<file path="src/rtl/seg7_scan_m.sv">
`default_nettype none
// ============================================================================
//  Module   : seg7_scan_m
//  Purpose  : Multiplexed 7-segment display scanner. Cycles through
//             NUM_DIGITS digits, holding each one lit for REFRESH_DIV clocks.
//             New values are double-buffered. A load lands in a pending
//             register and is committed only at a frame boundary, so the
//             display never tears mid-frame. Supports leading-zero
//             suppression, per-digit decimal points, blanking and selectable
//             output polarity.
//  Ports    : clk_i    - clock, all state on rising edge
//             rst_n_i  - asynchronous active-low reset
//             value_i  - 4*NUM_DIGITS hex nibbles, digit 0 in bits [3:0]
//             load_i   - one-cycle strobe, captures value_i
//             dp_i     - per-digit decimal-point enable (live)
//             lzs_i    - leading-zero suppression enable (live)
//             blank_i  - force all digits dark (live)
//             seg_o    - segments {g,f,e,d,c,b,a}
//             dp_o     - decimal-point segment
//             an_o     - one-hot digit enable
//             frame_o  - one-cycle pulse after each frame boundary
//             upd_o    - one-cycle pulse after the display register updates
//  Revision : 1.0 - initial release
// ============================================================================
module seg7_scan_m #(
    parameter int NUM_DIGITS  = 4,
    parameter int REFRESH_DIV = 50000,
    parameter int ACTIVE_LOW  = 1
) (
    input  logic                    clk_i,
    input  logic                    rst_n_i,
    input  logic [4*NUM_DIGITS-1:0] value_i,
    input  logic                    load_i,
    input  logic [NUM_DIGITS-1:0]   dp_i,
    input  logic                    lzs_i,
    input  logic                    blank_i,
    output logic [6:0]              seg_o,
    output logic                    dp_o,
    output logic [NUM_DIGITS-1:0]   an_o,
    output logic                    frame_o,
    output logic                    upd_o
);

    // A fixed 3-bit index covers up to 8 digits and stays legal for NUM_DIGITS=1.
    localparam int                c_IDX_W = 3;
    localparam int                c_PW    = $clog2(REFRESH_DIV);
    localparam logic [c_PW-1:0]   c_TC    = c_PW'(REFRESH_DIV - 1);
    localparam logic [c_IDX_W-1:0] c_LAST = c_IDX_W'(NUM_DIGITS - 1);
    // XOR mask that converts active-high drive to the pin polarity.
    localparam logic              c_POL   = (ACTIVE_LOW != 0);

    logic [c_PW-1:0]         r_presc;
    logic [c_IDX_W-1:0]      r_idx;
    logic [4*NUM_DIGITS-1:0] r_disp;
    logic [4*NUM_DIGITS-1:0] r_pend;
    logic                    r_pend_vld;

    logic                    w_tc;
    logic                    w_frame_end;
    logic [NUM_DIGITS-1:0]   w_supp_vec;
    logic                    w_zero_run;
    logic [3:0]              w_nib;
    logic                    w_dp_sel;
    logic                    w_supp_sel;
    logic [NUM_DIGITS-1:0]   w_an_hi;
    logic                    w_dark;
    logic [6:0]              w_seg_hi;
    logic                    w_dp_hi;

    function automatic logic [6:0] f_glyph(input logic [3:0] nib);
        logic [6:0] g;
        case (nib)
            4'h0:    g = 7'h3F;
            4'h1:    g = 7'h06;
            4'h2:    g = 7'h5B;
            4'h3:    g = 7'h4F;
            4'h4:    g = 7'h66;
            4'h5:    g = 7'h6D;
            4'h6:    g = 7'h7D;
            4'h7:    g = 7'h07;
            4'h8:    g = 7'h7F;
            4'h9:    g = 7'h6F;
            4'hA:    g = 7'h77;
            4'hB:    g = 7'h7C;
            4'hC:    g = 7'h39;
            4'hD:    g = 7'h5E;
            4'hE:    g = 7'h79;
            default: g = 7'h71;
        endcase
        return g;
    endfunction

    assign w_tc        = (r_presc == c_TC);
    assign w_frame_end = w_tc && (r_idx == c_LAST);

    // Prescaler, digit index and frame pulse.
    always_ff @(posedge clk_i or negedge rst_n_i) begin
        if (!rst_n_i) begin
            r_presc <= '0;
            r_idx   <= '0;
            frame_o <= 1'b0;
        end else begin
            frame_o <= w_frame_end;
            if (w_tc) begin
                r_presc <= '0;
                r_idx   <= (r_idx == c_LAST) ? '0 : r_idx + 1'b1;
            end else begin
                r_presc <= r_presc + 1'b1;
            end
        end
    end

    // Double buffer. The display register only changes at a frame boundary.
    // A load that coincides with the boundary bypasses the pending register,
    // so it costs no extra frame of latency.
    always_ff @(posedge clk_i or negedge rst_n_i) begin
        if (!rst_n_i) begin
            r_disp     <= '0;
            r_pend     <= '0;
            r_pend_vld <= 1'b0;
            upd_o      <= 1'b0;
        end else begin
            upd_o <= 1'b0;
            if (w_frame_end && load_i) begin
                r_disp     <= value_i;
                r_pend_vld <= 1'b0;
                upd_o      <= 1'b1;
            end else if (w_frame_end && r_pend_vld) begin
                r_disp     <= r_pend;
                r_pend_vld <= 1'b0;
                upd_o      <= 1'b1;
            end else if (load_i) begin
                r_pend     <= value_i;
                r_pend_vld <= 1'b1;
            end
        end
    end

    // Digit k is a leading zero when it and every higher digit are zero.
    // Digit 0 is always shown.
    always_comb begin
        w_supp_vec = '0;
        w_zero_run = 1'b1;
        for (int d = NUM_DIGITS - 1; d >= 0; d--) begin
            w_zero_run    = w_zero_run & (r_disp[d*4 +: 4] == 4'h0);
            w_supp_vec[d] = (d != 0) && w_zero_run;
        end
    end

    // Select the data for the currently scanned digit.
    always_comb begin
        w_nib      = 4'h0;
        w_dp_sel   = 1'b0;
        w_supp_sel = 1'b0;
        w_an_hi    = '0;
        for (int d = 0; d < NUM_DIGITS; d++) begin
            if (r_idx == c_IDX_W'(d)) begin
                w_nib      = r_disp[d*4 +: 4];
                w_dp_sel   = dp_i[d];
                w_supp_sel = w_supp_vec[d] & lzs_i;
                w_an_hi[d] = 1'b1;
            end
        end
    end

    assign w_dark   = blank_i | w_supp_sel;
    assign w_seg_hi = w_dark ? 7'h00 : f_glyph(w_nib);
    assign w_dp_hi  = ~w_dark & w_dp_sel;

    // Registered pin stage. Reset and blanking both mean "everything dark".
    always_ff @(posedge clk_i or negedge rst_n_i) begin
        if (!rst_n_i) begin
            seg_o <= {7{c_POL}};
            dp_o  <= c_POL;
            an_o  <= {NUM_DIGITS{c_POL}};
        end else begin
            seg_o <= w_seg_hi ^ {7{c_POL}};
            dp_o  <= w_dp_hi ^ c_POL;
            an_o  <= (blank_i ? '0 : w_an_hi) ^ {NUM_DIGITS{c_POL}};
        end
    end

endmodule
`default_nettype wire
</file>
<file path="config.mk">
export PLATFORM = sky130hd
export DESIGN_NAME = seg7_scan_m
export DESIGN_NICKNAME = d
export VERILOG_FILES = /design/src/rtl/seg7_scan_m.sv
export SDC_FILE = /design/constraint.sdc
export NUM_CORES = 1
export LEC_CHECK = 0
export ABC_AREA = 1
export BUFFER_PORTS_ARGS = -buffer_cell sky130_fd_sc_hd__buf_4
export CAP_MARGIN = 0
export CORE_ASPECT_RATIO = 0.6
export CORE_UTILIZATION = 43
export DETAILED_ROUTE_END_ITERATION = 10
export PLACE_DENSITY = 0.67
export SKIP_CTS_REPAIR_TIMING = 1
export SLEW_MARGIN = 20
export SYNTH_ARGS = -nofsm -noshare
export SYNTH_HDL_FRONTEND = slang
export SYNTH_SLANG_ARGS = --single-unit
</file>
<file path="constraint.sdc">
create_clock -name clk_i -period 2.5 [get_ports clk_i]
set_input_delay 0.375 -clock clk_i [delete_from_list [all_inputs] [get_ports clk_i]]
set_output_delay 0.375 -clock clk_i [all_outputs]
set_load 0.01 [all_outputs]
</file>
### Yosys cells after proc, flatten, opt, wreduce, memory -nomap -nowiden

Memory sizes are Yosys's and may differ from the RTL's.
Index checks and enable logic that the tools add are counted.

| storage, ports and cells | value |
|---|---|
| input port bits | 25 |
| word-level logic and storage cells | 66 |
| memories kept | 1 |
| register bits | 66 |
| memory bits (read-only) | 112 |
| latch bits | 0 |
| RAM bits | 0 |

Memories:

| name | depth | width | rd ports | clocked after Yosys merged registers in | write ports | RTL line | text |
|---|---|---|---|---|---|---|---|
| (name not given) | 16 | 7 | 1 | 0 | 0 | 72 | `case (nib)` |

| operators by class | value |
|---|---|
| equality and inequality tests | 4 |
| order comparisons | 0 |
| reduce and logical (&&, ||, !) cells | 10 |
| multiply operators | 0 |
| divide/modulo/power cells | 0 |
| mux-type cells | 26 |
| shift-type cells | 0 |
| add/sub/neg operators | 2 |
| bitwise gates (word level) | 13 |

Operators by type and width:

| operator | count |
|---|---|
| two-way mux 16 bit | 3 |
| two-way mux 4 bit | 5 |
| adder 16 x 1 -> 16 bit (second input constant) | 1 |
| equality test 16 bit (second input constant) | 1 |
| two-way mux 1 bit | 16 |
| logical NOT 4 bit | 3 |
| two-way mux 7 bit | 1 |
| inverter 7 bit | 1 |
| AND 1 bit | 6 |
| equality test 3 x 2 -> 1 bit (second input constant) | 2 |
| inverter 1 bit | 4 |
| inverter 4 bit | 1 |
| adder 3 x 1 -> 3 bit (second input constant) | 1 |
| equality test 3 x 1 -> 1 bit (second input constant) | 1 |
| logical AND 1 bit | 3 |
| logical NOT 3 bit | 1 |
| two-way mux 3 bit | 1 |
| AND reduction 3 bit | 1 |
| nonzero test 3 bit | 1 |
| nonzero test 2 bit | 1 |
| bitwise OR 1 bit | 1 |

### Depth between registers and ports, before layout

Gate-level depths: netlist (run 1).

| logic depth | value |
|---|---|
| word-level depth | 11 |
| depth in mapped cells | 14 |

### Worst setup path before layout (run 1)

OpenSTA, ideal clock, no wires.

| path | value |
|---|---|
| path kind | flip-flop to flip-flop |
| start point | reg r_idx[0] |
| end point | reg seg_o[3] |
| setup slack | 0.524 ns |
| data required time | 2.416 ns |
| cell stages (with the launch flop) | 13 |
| arrival | 1.892 ns |
| setup time | 0.084 ns |
| period minus slack after synthesis | 1.976 ns |
| cells stage by stage | dfrtp_1 -> inv_1 -> ha_1 -> nand2_1 -> buf_2 -> o21ai_1 -> inv_1 -> a21oi_2 -> inv_1 -> ha_1 -> nand3b_1 -> nand3_1 -> nand3_1 |

| on the way | value |
|---|---|
| longest elaborated chain between the ends | 8 |
| elaborated cells between the ends (all ways) | 15 |
| classes of those cells | eq/ne (3); mux (8); bitwise (2); reduce/logical (1); memory (1) |

RTL lines:

| item | RTL line | text |
|---|---|---|
| start: declaration | 53 | `logic [c_IDX_W-1:0] r_idx;` |
| start signal: assignment | 106 | `r_idx <= (r_idx == c_LAST) ? '0 : r_idx + 1'b1;` |
| logical NOT 3 bit | 157 | `if (r_idx == c_IDX_W'(d)) begin` |
| two-way mux 4 bit (4 in a row) | 157 |  |
| memory read (16 x 7 bit) | -- |  |
| two-way mux 7 bit * | 167 | `assign w_seg_hi = w_dark ? 7'h00 : f_glyph(w_nib);` |
| inverter 7 bit (no line) * | -- |  |
| end signal: assignment | 173 | `seg_o <= {7{c_POL}};` |
| end signal: assignment | 177 | `seg_o <= w_seg_hi ^ {7{c_POL}};` |
| end: declaration | 37 | `output logic [6:0] seg_o,` |

Mark *: on every way between the ends. The rest lies on a longest branch, timed or not.
A chain may end at the register's enable or synchronous reset.

### Worst setup path in the final report (run 1)

| path | value |
|---|---|
| start point | reg r_idx[1] |
| end point | reg seg_o[3] |

The elaborated chain is that of the path after synthesis.

==> out/metrics.cfg, run 1 <==
[critical_path]
crit_required_ns=2.75
reg2reg_slack_ns=0.24
timing.rr.end=seg_o[3]
crit_fanout=6
critPathCapture=seg_o[3]
timing.rr.start=r_idx[1]
path_class=flip-flop to flip-flop
critPathLaunchType=flip-flop
cp-end-kind=flip-flop
arrival_ns=2.51
cp-startpoint=r_idx[1]
reg2reg_depth=13

[grt]
antenna_found_initial=0
grt_pass1_wl_mm=13.8
grt.overflow.total=0
grt.total_usage=0.205
grt_max_degree=67
grt_pass1_vias=2809

[sta]
fin_crit_sh=0.905
whs_ns=0.149
setup_viol=0
worst_pin_slew_ns=0.830
rsz0062_at_grt=false
period_minus_slack_ns=2.26
fmax_ghz=0.442
tns_ns=0
slew_headroom=0.446
finalHoldViolCount=0
fin_skew_ns=0.00522
drv_slew=0

[status]
status=completed

[synth]
synth_top_area_share=0.363
yosys.area.top_type=dfrtp_1
netlist_instances=471
synth_seq_area_share=0.448
yosys_warnings=0
synth.distinct_cells=34
synth-seq-cells=66
async_reset_ff_frac=1.00
syn-mean-instance-area_um2=7.91
syn_area_um2=3720
synthTopCellsByArea=dfrtp_1, nand2_1, dfstp_2
synth_nets=507
synth-edff-count=0
synth_flop_cell=dfrtp_1

[detailed_routing]
viasPerCell=4.91
wl_per_cell_um=13.2
drt-total-wl_mm=8.23
drt_iter0_markers=293
drc=0
dr.pass1.iters=5
postRouteAntennaNets=0
vias=3055

[place]
gp_congestion=0.923
hpwl_mm=5.80
io_buffers=38
place_area_um2=4060

[clock_tree]
cts_tree=built
cts_buffer_depth=2
clockRootBuffer=clkbuf_16
insertion_delay_ns=0.33
clk_pin_slew_worst_paths_ns=0.05
cts.sinks=66
htreeDepth=3
cts_buffers=9

[floorplan]
ios=39
start_util=0.458
rows=25
core_area_um2=8130
die_width_um=122
dieArea_um2=9050
die_y_um=74.1

[layout]
seqCellArea_um2=1670
design_area_um2=4340
num_antenna_cells=0
area_delta_synth_final_pct=16.5
nets=545
fillerInstances=792
multi_input_area_um2=1720
drive_gt1_frac=0.230

[power]
power_density_nw_per_um2=560
vdd_drop_max_v=0.000294
leakage_uw=0.00233

[min_path]
hp-class=input pin to asynchronous set/reset pin

[job]
max_cap_viol_count=0

## routing by layer
metal	track usage	wire length [µm]	vias to the layer above
met1	0.311	4360	1399
li1	-	-	1541
met4	0.0650	101	0
met2	0.276	3130	106
met5	0	0	-
met3	0.0606	629	9
## worst max-delay path: stages (launching register included)
cell and delay [ns]:
dfrtp_1 0.39, inv_1 0.12, ha_1 0.18, inv_1 0.04, nor2_1 0.29, nand3_1 0.16, nand2_1 0.09, nand2_1 0.05
nand2_1 0.06, nand2_1 0.13, ha_1 0.31, nand3b_1 0.19, nand3_1 0.10, nand3_1 0.08
## Yosys cell counts, types with 2 or more instances
master    count
nand2_1     161
inv_1        61
dfrtp_1      54
nand3_1      45
nor2_1       23
nand2_2      18
o21ai_2      16
dfstp_2      12
ha_1         11
nand4_1       7
xor2_1        7
buf_2         5
inv_2         5
nor3_1        5
o21ai_0       5
buf_6         4
nor3_2        4
buf_4         3
nor2_2        3
nor3b_1       3
nor4_1        3
a21oi_1       2
nand3_4       2
o211ai_1      2
## metrics by stage
step / util / power (µW) / setup slack, ns / std cells
finish: 0.534 / 2430 / 0.237 / 622
global route: 0.534 / 2540 / 0.00954 / 622
CTS: 0.533 / 2460 / 0.186 / 622
detailed placement: 0.500 / 1300 / 0.202 / 606
global placement: 0.500 / 1300 / 0.257 / 606
floorplan: - / 1220 / 0.524 / 471
## state kept, by name, summed over array words and instances (netlist names)
name        flops
an_o            4
seg_o           7
dp_o            1
r_pend_vld      1
r_disp         16
r_presc        16
r_idx           3
r_pend         16
upd_o           1
frame_o         1
## cell type report
| cell class | instances | area share |
|---|---|---|
| repair buffers | 40 | 0.0692 |
| inverters | 66 | 0.0571 |
| multi-input cells | 326 | 0.396 |
| well taps | 108 | 0.0311 |
| flip-flops and latches | 66 | 0.384 |
| clock buffers | 16 | 0.0626 |
## report_power, final
group	switching, µW	leakage (µW)	internal (µW)
combinational	87.5	0.00136	69.6
sequential	17.1	0.000833	1100
clock	424	0.000131	726
## kinds of logic (layout without fill, tap and decap cells)
| kind of cell | after synthesis | count (layout) | share of synthesized area |
|---|---|---|---|
| fa+ha+maj | 11 | 11 | 0.0370 |
| xor+xnor | 8 | 8 | 0.0188 |
| buf+inv | 79 | 122 | 0.0924 |
| flops | 66 | 66 | 0.448 |
| compound gates | 28 | 28 | 0.0564 |
| simple gates | 279 | 279 | 0.348 |
## worst min path at each step
stage	cells after the start	slack, ns	end
2_1_floorplan	0	0.08	frame_o
3_3_place_gp	1	0.45	r_presc[0]
3_5_place_dp	1	0.46	r_presc[0]
4_1_cts	1	0.17	r_pend[7]
5_1_grt	1	0.21	r_pend[8]
6_report	1	0.15	r_pend[3]
## cells in the final DEF, fill, tap and decap left out, types with 7 or more instances in the layout
cell,synthesis,layout
buf_4,3,40
clkbuf_16,0,9
dfrtp_1,54,54
dfstp_2,12,12
ha_1,11,11
inv_1,61,61
nand2_1,161,159
nand2_2,18,20
nand3_1,45,45
nand4_1,7,7
nor2_1,23,23
o21ai_2,16,16
xor2_1,7,7
(Power assumes the default switching activity.)
==> run 2, diff against run 1 <==
clock period = 2.75 ns   (was 2.5 ns; I/O delays follow)
==> run 2 against run 1 <==
  * Largest power group unchanged
  * Worst setup slack better by 0.19 ns
  * Clock skew is 0.0028 ns higher
  * Critical endpoint unchanged
  * Routed wire length hardly changed
==> out/metrics.cfg, run 2 (synthesis results as in run 1) <==
[sta]
worst_pin_slew_ns=0.832  ; +0.00163 ns
fmax_ghz=0.431  ; -2.6%
rsz0062_at_grt=false
drv_slew=0  ; unchanged
tns_ns=0  ; unchanged
finalHoldViolCount=0  ; unchanged
slew_headroom=0.445  ; -0.00109
fin_crit_sh=0.845  ; -0.0606
period_minus_slack_ns=2.32  ; +0.0597 ns
whs_ns=0.178  ; +0.0290 ns
setup_viol=0  ; unchanged
fin_skew_ns=0.00798  ; +0.00276 ns

[job]
max_cap_viol_count=0  ; unchanged

[place]
hpwl_mm=5.93  ; +2.2%
io_buffers=38  ; unchanged
dpl.cell_count=606  ; unchanged
gp_congestion=0.910  ; -1.5%

[grt]
grt.total_usage=0.204  ; -0.00119
antenna_found_initial=0  ; unchanged
grt_pass1_vias=2892  ; +3.0%
grt_pass1_wl_mm=13.9  ; +0.35%
grt.overflow.total=0  ; unchanged
grt_max_degree=67  ; unchanged

[layout]
nets=545  ; unchanged
stdcell_count=622  ; unchanged
drive_gt1_frac=0.228  ; -0.00195
seqCellArea_um2=1670  ; unchanged
multi_input_area_um2=1710  ; -0.29%
reg_top3=r_disp (16), r_pend (16), r_presc (16)
layout_commonest_cell=nand2_1
final_cell_mix=nand2_1, inv_1, dfrtp_1, nand3_1, buf_4
num_antenna_cells=0  ; unchanged
fillerInstances=782  ; -1.3%
area_delta_synth_final_pct=16.9
fin_util=0.535  ; +0.00154

[critical_path]
critPathLaunchType=flip-flop
reg2reg_depth=13  ; unchanged
cp-end-kind=flip-flop
crit_fanout=6  ; unchanged
arrival_ns=2.57  ; +0.06 ns
crit_required_ns=3.00  ; +0.25 ns
cp-startpoint=r_idx[0]
path_class=flip-flop to flip-flop
timing.rr.end=seg_o[3]
critPathCapture=seg_o[3]
reg2reg_slack_ns=0.43  ; +0.19 ns
timing.rr.start=r_idx[0]

[floorplan]
core_area_um2=8130  ; unchanged
ios=39  ; unchanged
die_width_um=122  ; unchanged
dieArea_um2=9050  ; unchanged
start_util=0.458  ; unchanged
die_y_um=74.1  ; unchanged
rows=25  ; unchanged

[detailed_routing]
postRouteAntennaNets=0  ; unchanged
drt_iter0_markers=218  ; -26%
vias=3094  ; +1.3%
viasPerCell=4.97  ; +1.3%
wl_per_cell_um=13.2  ; about the same
drt-total-wl_mm=8.23  ; about the same
drc=0  ; unchanged
dr.pass1.iters=5  ; unchanged

[clock_tree]
cts.sinks=66  ; unchanged
cts_tree=built
clk_pin_slew_worst_paths_ns=0.05  ; about the same
clockRootBuffer=clkbuf_16
insertion_delay_ns=0.33  ; about the same
cts_buffer_depth=2  ; unchanged
htreeDepth=3  ; unchanged
cts_buffers=9  ; unchanged

[power]
power_density_nw_per_um2=525  ; -6.3%
vdd_drop_max_v=0.000325  ; +10%
leakage_uw=0.00234  ; +0.40%
p_total_uw=2280  ; -6.0%

[min_path]
hp-class=input pin to asynchronous set/reset pin

[status]
status=completed

## run 2: changes by cell type in the layout (fill, tap and decap cells not counted)
cell and change:
clkbuf_1 -2, nand2_1 +2, nand2_2 -2, bufinv_16 +1
clkbuf_8 -1, clkinv_1 +1, clkinv_2 +1
## run 2: final cells by class
cell class                      count  area share
Clock buffer                       13      0.0575
Multi-Input combinational cell    326       0.394
Timing Repair Buffer               40      0.0690
Clock inverter                      3     0.00891
Inverter                           66      0.0569
Sequential cell                    66       0.383
Tap cell                          108      0.0311
## run 2: metal layers
metal,up-vias,global-route usage,share of wire,wire length [µm]
li1,1541,-,-,-
met1,1423,0.304,0.53,4390
met2,121,0.274,0.37,3060
met3,9,0.0637,0.084,693
met4,0,0.0718,0.011,87
met5,-,0,0,0
## run 2: power breakdown
group | internal [µW] | switching (µW) | leakage [µW]
combinational | 63.3 | 79.2 | 0.00136
sequential | 1000 | 15.6 | 0.000833
clock | 722 | 400 | 0.000141
total | 1790 | 494 | 0.00234
## run 2: how the worst min path moves through the flow
stage / endpoint / slack, ns
after floorplan: frame_o / 0.12
after global placement: r_presc[0] / 0.45
after detailed placement: r_pend[0] / 0.47
after CTS: frame_o / 0.21
after global routing: r_pend[15] / 0.26
final: frame_o / 0.18
## run 2: critical path, stage by stage (launching register included)
cell	delay [ns]
dfrtp_1	0.40
inv_1	0.13
ha_1	0.16
inv_1	0.04
nor2_1	0.31
nand3_1	0.15
nand2_1	0.10
nand2_1	0.05
nand2_1	0.07
nand2_1	0.13
ha_1	0.32
nand3b_1	0.20
nand3_1	0.11
nand3_1	0.08
## run 2: metrics by stage
| stage | worst slack (ns) | area [µm²] |
|---|---|---|
| after detailed placement | 0.483 | 4060 |
| after CTS | 0.463 | 4350 |
| final | 0.428 | 4350 |
| after global placement | 0.523 | 4060 |
| after global routing | 0.170 | 4350 |
| after floorplan | 0.774 | 3720 |
==> run 3, diff against run 2 <==
clock period = 2.4 ns   (was 2.75 ns; I/O delays follow)
==> run 3 against run 2 <==
  * Cell area grew 0.81%
  * Utilization grew 0.43 points
  * Global-route usage shrank 0.14 points
  * Critical path type unchanged
  * Largest cell class unchanged
  * Clock skew grew 0.0019 ns
  * Largest power group unchanged
==> out/metrics.cfg, run 3 (synthesis results as in run 1) <==
[floorplan]
start_util=0.458  ; unchanged
ios=39  ; unchanged
dieArea_um2=9050  ; unchanged
die_width_um=122  ; unchanged
rows=25  ; unchanged
die_y_um=74.1  ; unchanged
core_area_um2=8130  ; unchanged

[critical_path]
crit_fanout=11  ; +5
crit_chain=inv_1 -> ha_1 -> nand2_2 -> nand2_1 -> inv_1 -> nand2_1 -> a21oi_2 -> inv_1 -> ha_1 -> nand3b_1 -> nand3_1 -> nand3_1
arrival_ns=2.43  ; -0.14 ns
path_class=flip-flop to flip-flop
critPathLaunchType=flip-flop
cp-end-kind=flip-flop
crit_required_ns=2.64  ; -0.36 ns
cpMostUsedCell=inv_1
critPathBufInv=3  ; +1
reg2reg_slack_ns=0.21  ; -0.21 ns
slowest_delay_ns=0.38  ; -0.02 ns
crit_family=simple AND/OR/NAND/NOR gates
crit_slowest_cell=dfrtp_1

[sta]
slew_headroom=0.449  ; +0.00378
setup_viol=0  ; unchanged
rsz0062_at_grt=false
period_minus_slack_ns=2.19  ; -0.135 ns
drv_slew=0  ; unchanged
finalHoldViolCount=0  ; unchanged
fin_skew_ns=0.00990  ; +0.00192 ns
fin_crit_sh=0.911  ; +0.0669
fmax_ghz=0.457  ; +6.2%
worst_pin_slew_ns=0.826  ; -0.00567 ns
tns_ns=0  ; unchanged
worst_slack_ns=0.213  ; -0.215 ns

[grt]
grt_pass1_wl_mm=13.8  ; -0.85%
grt_max_degree=67  ; unchanged
antenna_found_initial=0  ; unchanged
grt_pass1_vias=2811  ; -2.8%
grt.total_usage=0.202  ; -0.00139
grt.overflow.total=0  ; unchanged

[layout]
final_cell_mix=nand2_1, inv_1, dfrtp_1, nand3_1, buf_4
drive_gt1_frac=0.244  ; +0.0166
reg_top3=r_disp (16), r_pend (16), r_presc (16)
area_delta_synth_final_pct=17.8
layout_commonest_cell=nand2_1
stdcell_count=624  ; +0.32%
nets=548  ; +0.55%
num_antenna_cells=0  ; unchanged
design_area_um2=4390  ; +0.81%

[power]
power_density_nw_per_um2=599  ; +14%
vdd_drop_max_v=0.000373  ; +15%
leakage_uw=0.00235  ; +0.62%

[clock_tree]
clockRootBuffer=clkbuf_16
cts_buffers=9  ; unchanged
cts.sinks=66  ; unchanged
insertion_delay_ns=0.33  ; about the same
htreeDepth=3  ; unchanged
clk_pin_slew_worst_paths_ns=0.06  ; about the same
cts_buffer_depth=2  ; unchanged
cts_tree=built

[detailed_routing]
drc=0  ; unchanged
dr.pass1.iters=5  ; unchanged
drt_iter0_markers=224  ; +2.8%
postRouteAntennaNets=0  ; unchanged
wl_per_cell_um=13.1  ; -1.4%
drt-total-wl_mm=8.14  ; -1.1%
vias=3057  ; -1.2%
viasPerCell=4.90  ; -1.5%

[place]
io_buffers=38  ; unchanged
post-place-ws_ns=0.169  ; -0.315 ns
hpwl_mm=5.86  ; -1.2%
dpl.cell_count=609  ; +0.50%
gp_congestion=0.952  ; +4.6%
place_area_um2=4090  ; +0.55%

[min_path]
hp-class=input pin to asynchronous set/reset pin

[status]
status=completed

[job]
max_cap_viol_count=0  ; unchanged

run 3: power breakdown:
group	internal, µW	switching [µW]
Combinational	72.6	89.7
Clock	822	475
Sequential	1150	17.8
run 3: per-stage QoR:
step	utilization	total power [µW]	hold slack, ns
after floorplan	-	1270	0.0644
after global placement	0.502	1350	0.451
after detailed placement	0.502	1350	0.456
after CTS	0.538	2660	0.165
after global routing	0.539	2730	0.197
final	0.539	2630	0.126
run 3: path summary, 6_finish.rpt:
path,from,to,depth (start not counted)
min in group clk_i,dp_i[3],dp_o,2
max in group asynchronous,rst_n_i,r_presc[1],1
worst min register to register,r_presc[0],r_presc[0],1
worst min-delay path,rst_n_i,frame_o,1
worst max-delay path,r_idx[0],seg_o[3],12
worst max register to register,r_idx[0],seg_o[3],12
run 3: layout make-up:
cell class	instances	area, µm²
Sequential cell	66	1670
Clock buffer	10	239
Tap cell	108	135
Clock inverter	5	55.1
Fill cell	793	3750
Inverter	66	248
Multi-Input combinational cell	326	1720
Timing Repair Buffer	43	323
run 3: worst reg2reg max path: stages, from the launching register on:
cell and delay, ns:
dfrtp_1 0.38, inv_1 0.10, ha_1 0.21, nand2_2 0.17
nand2_1 0.08, inv_1 0.05, nand2_1 0.06, a21oi_2 0.26
inv_1 0.13, ha_1 0.28, nand3b_1 0.19, nand3_1 0.11
nand3_1 0.08
run 3: layer usage:
| metal | vias to the layer above | global-route usage | routed length, µm |
|---|---|---|---|
| met5 | - | 0 | 0 |
| met1 | 1388 | 0.311 | 4420 |
| li1 | 1549 | - | - |
| met3 | 10 | 0.0468 | 593 |
| met2 | 110 | 0.270 | 3000 |
| met4 | 0 | 0.0813 | 127 |
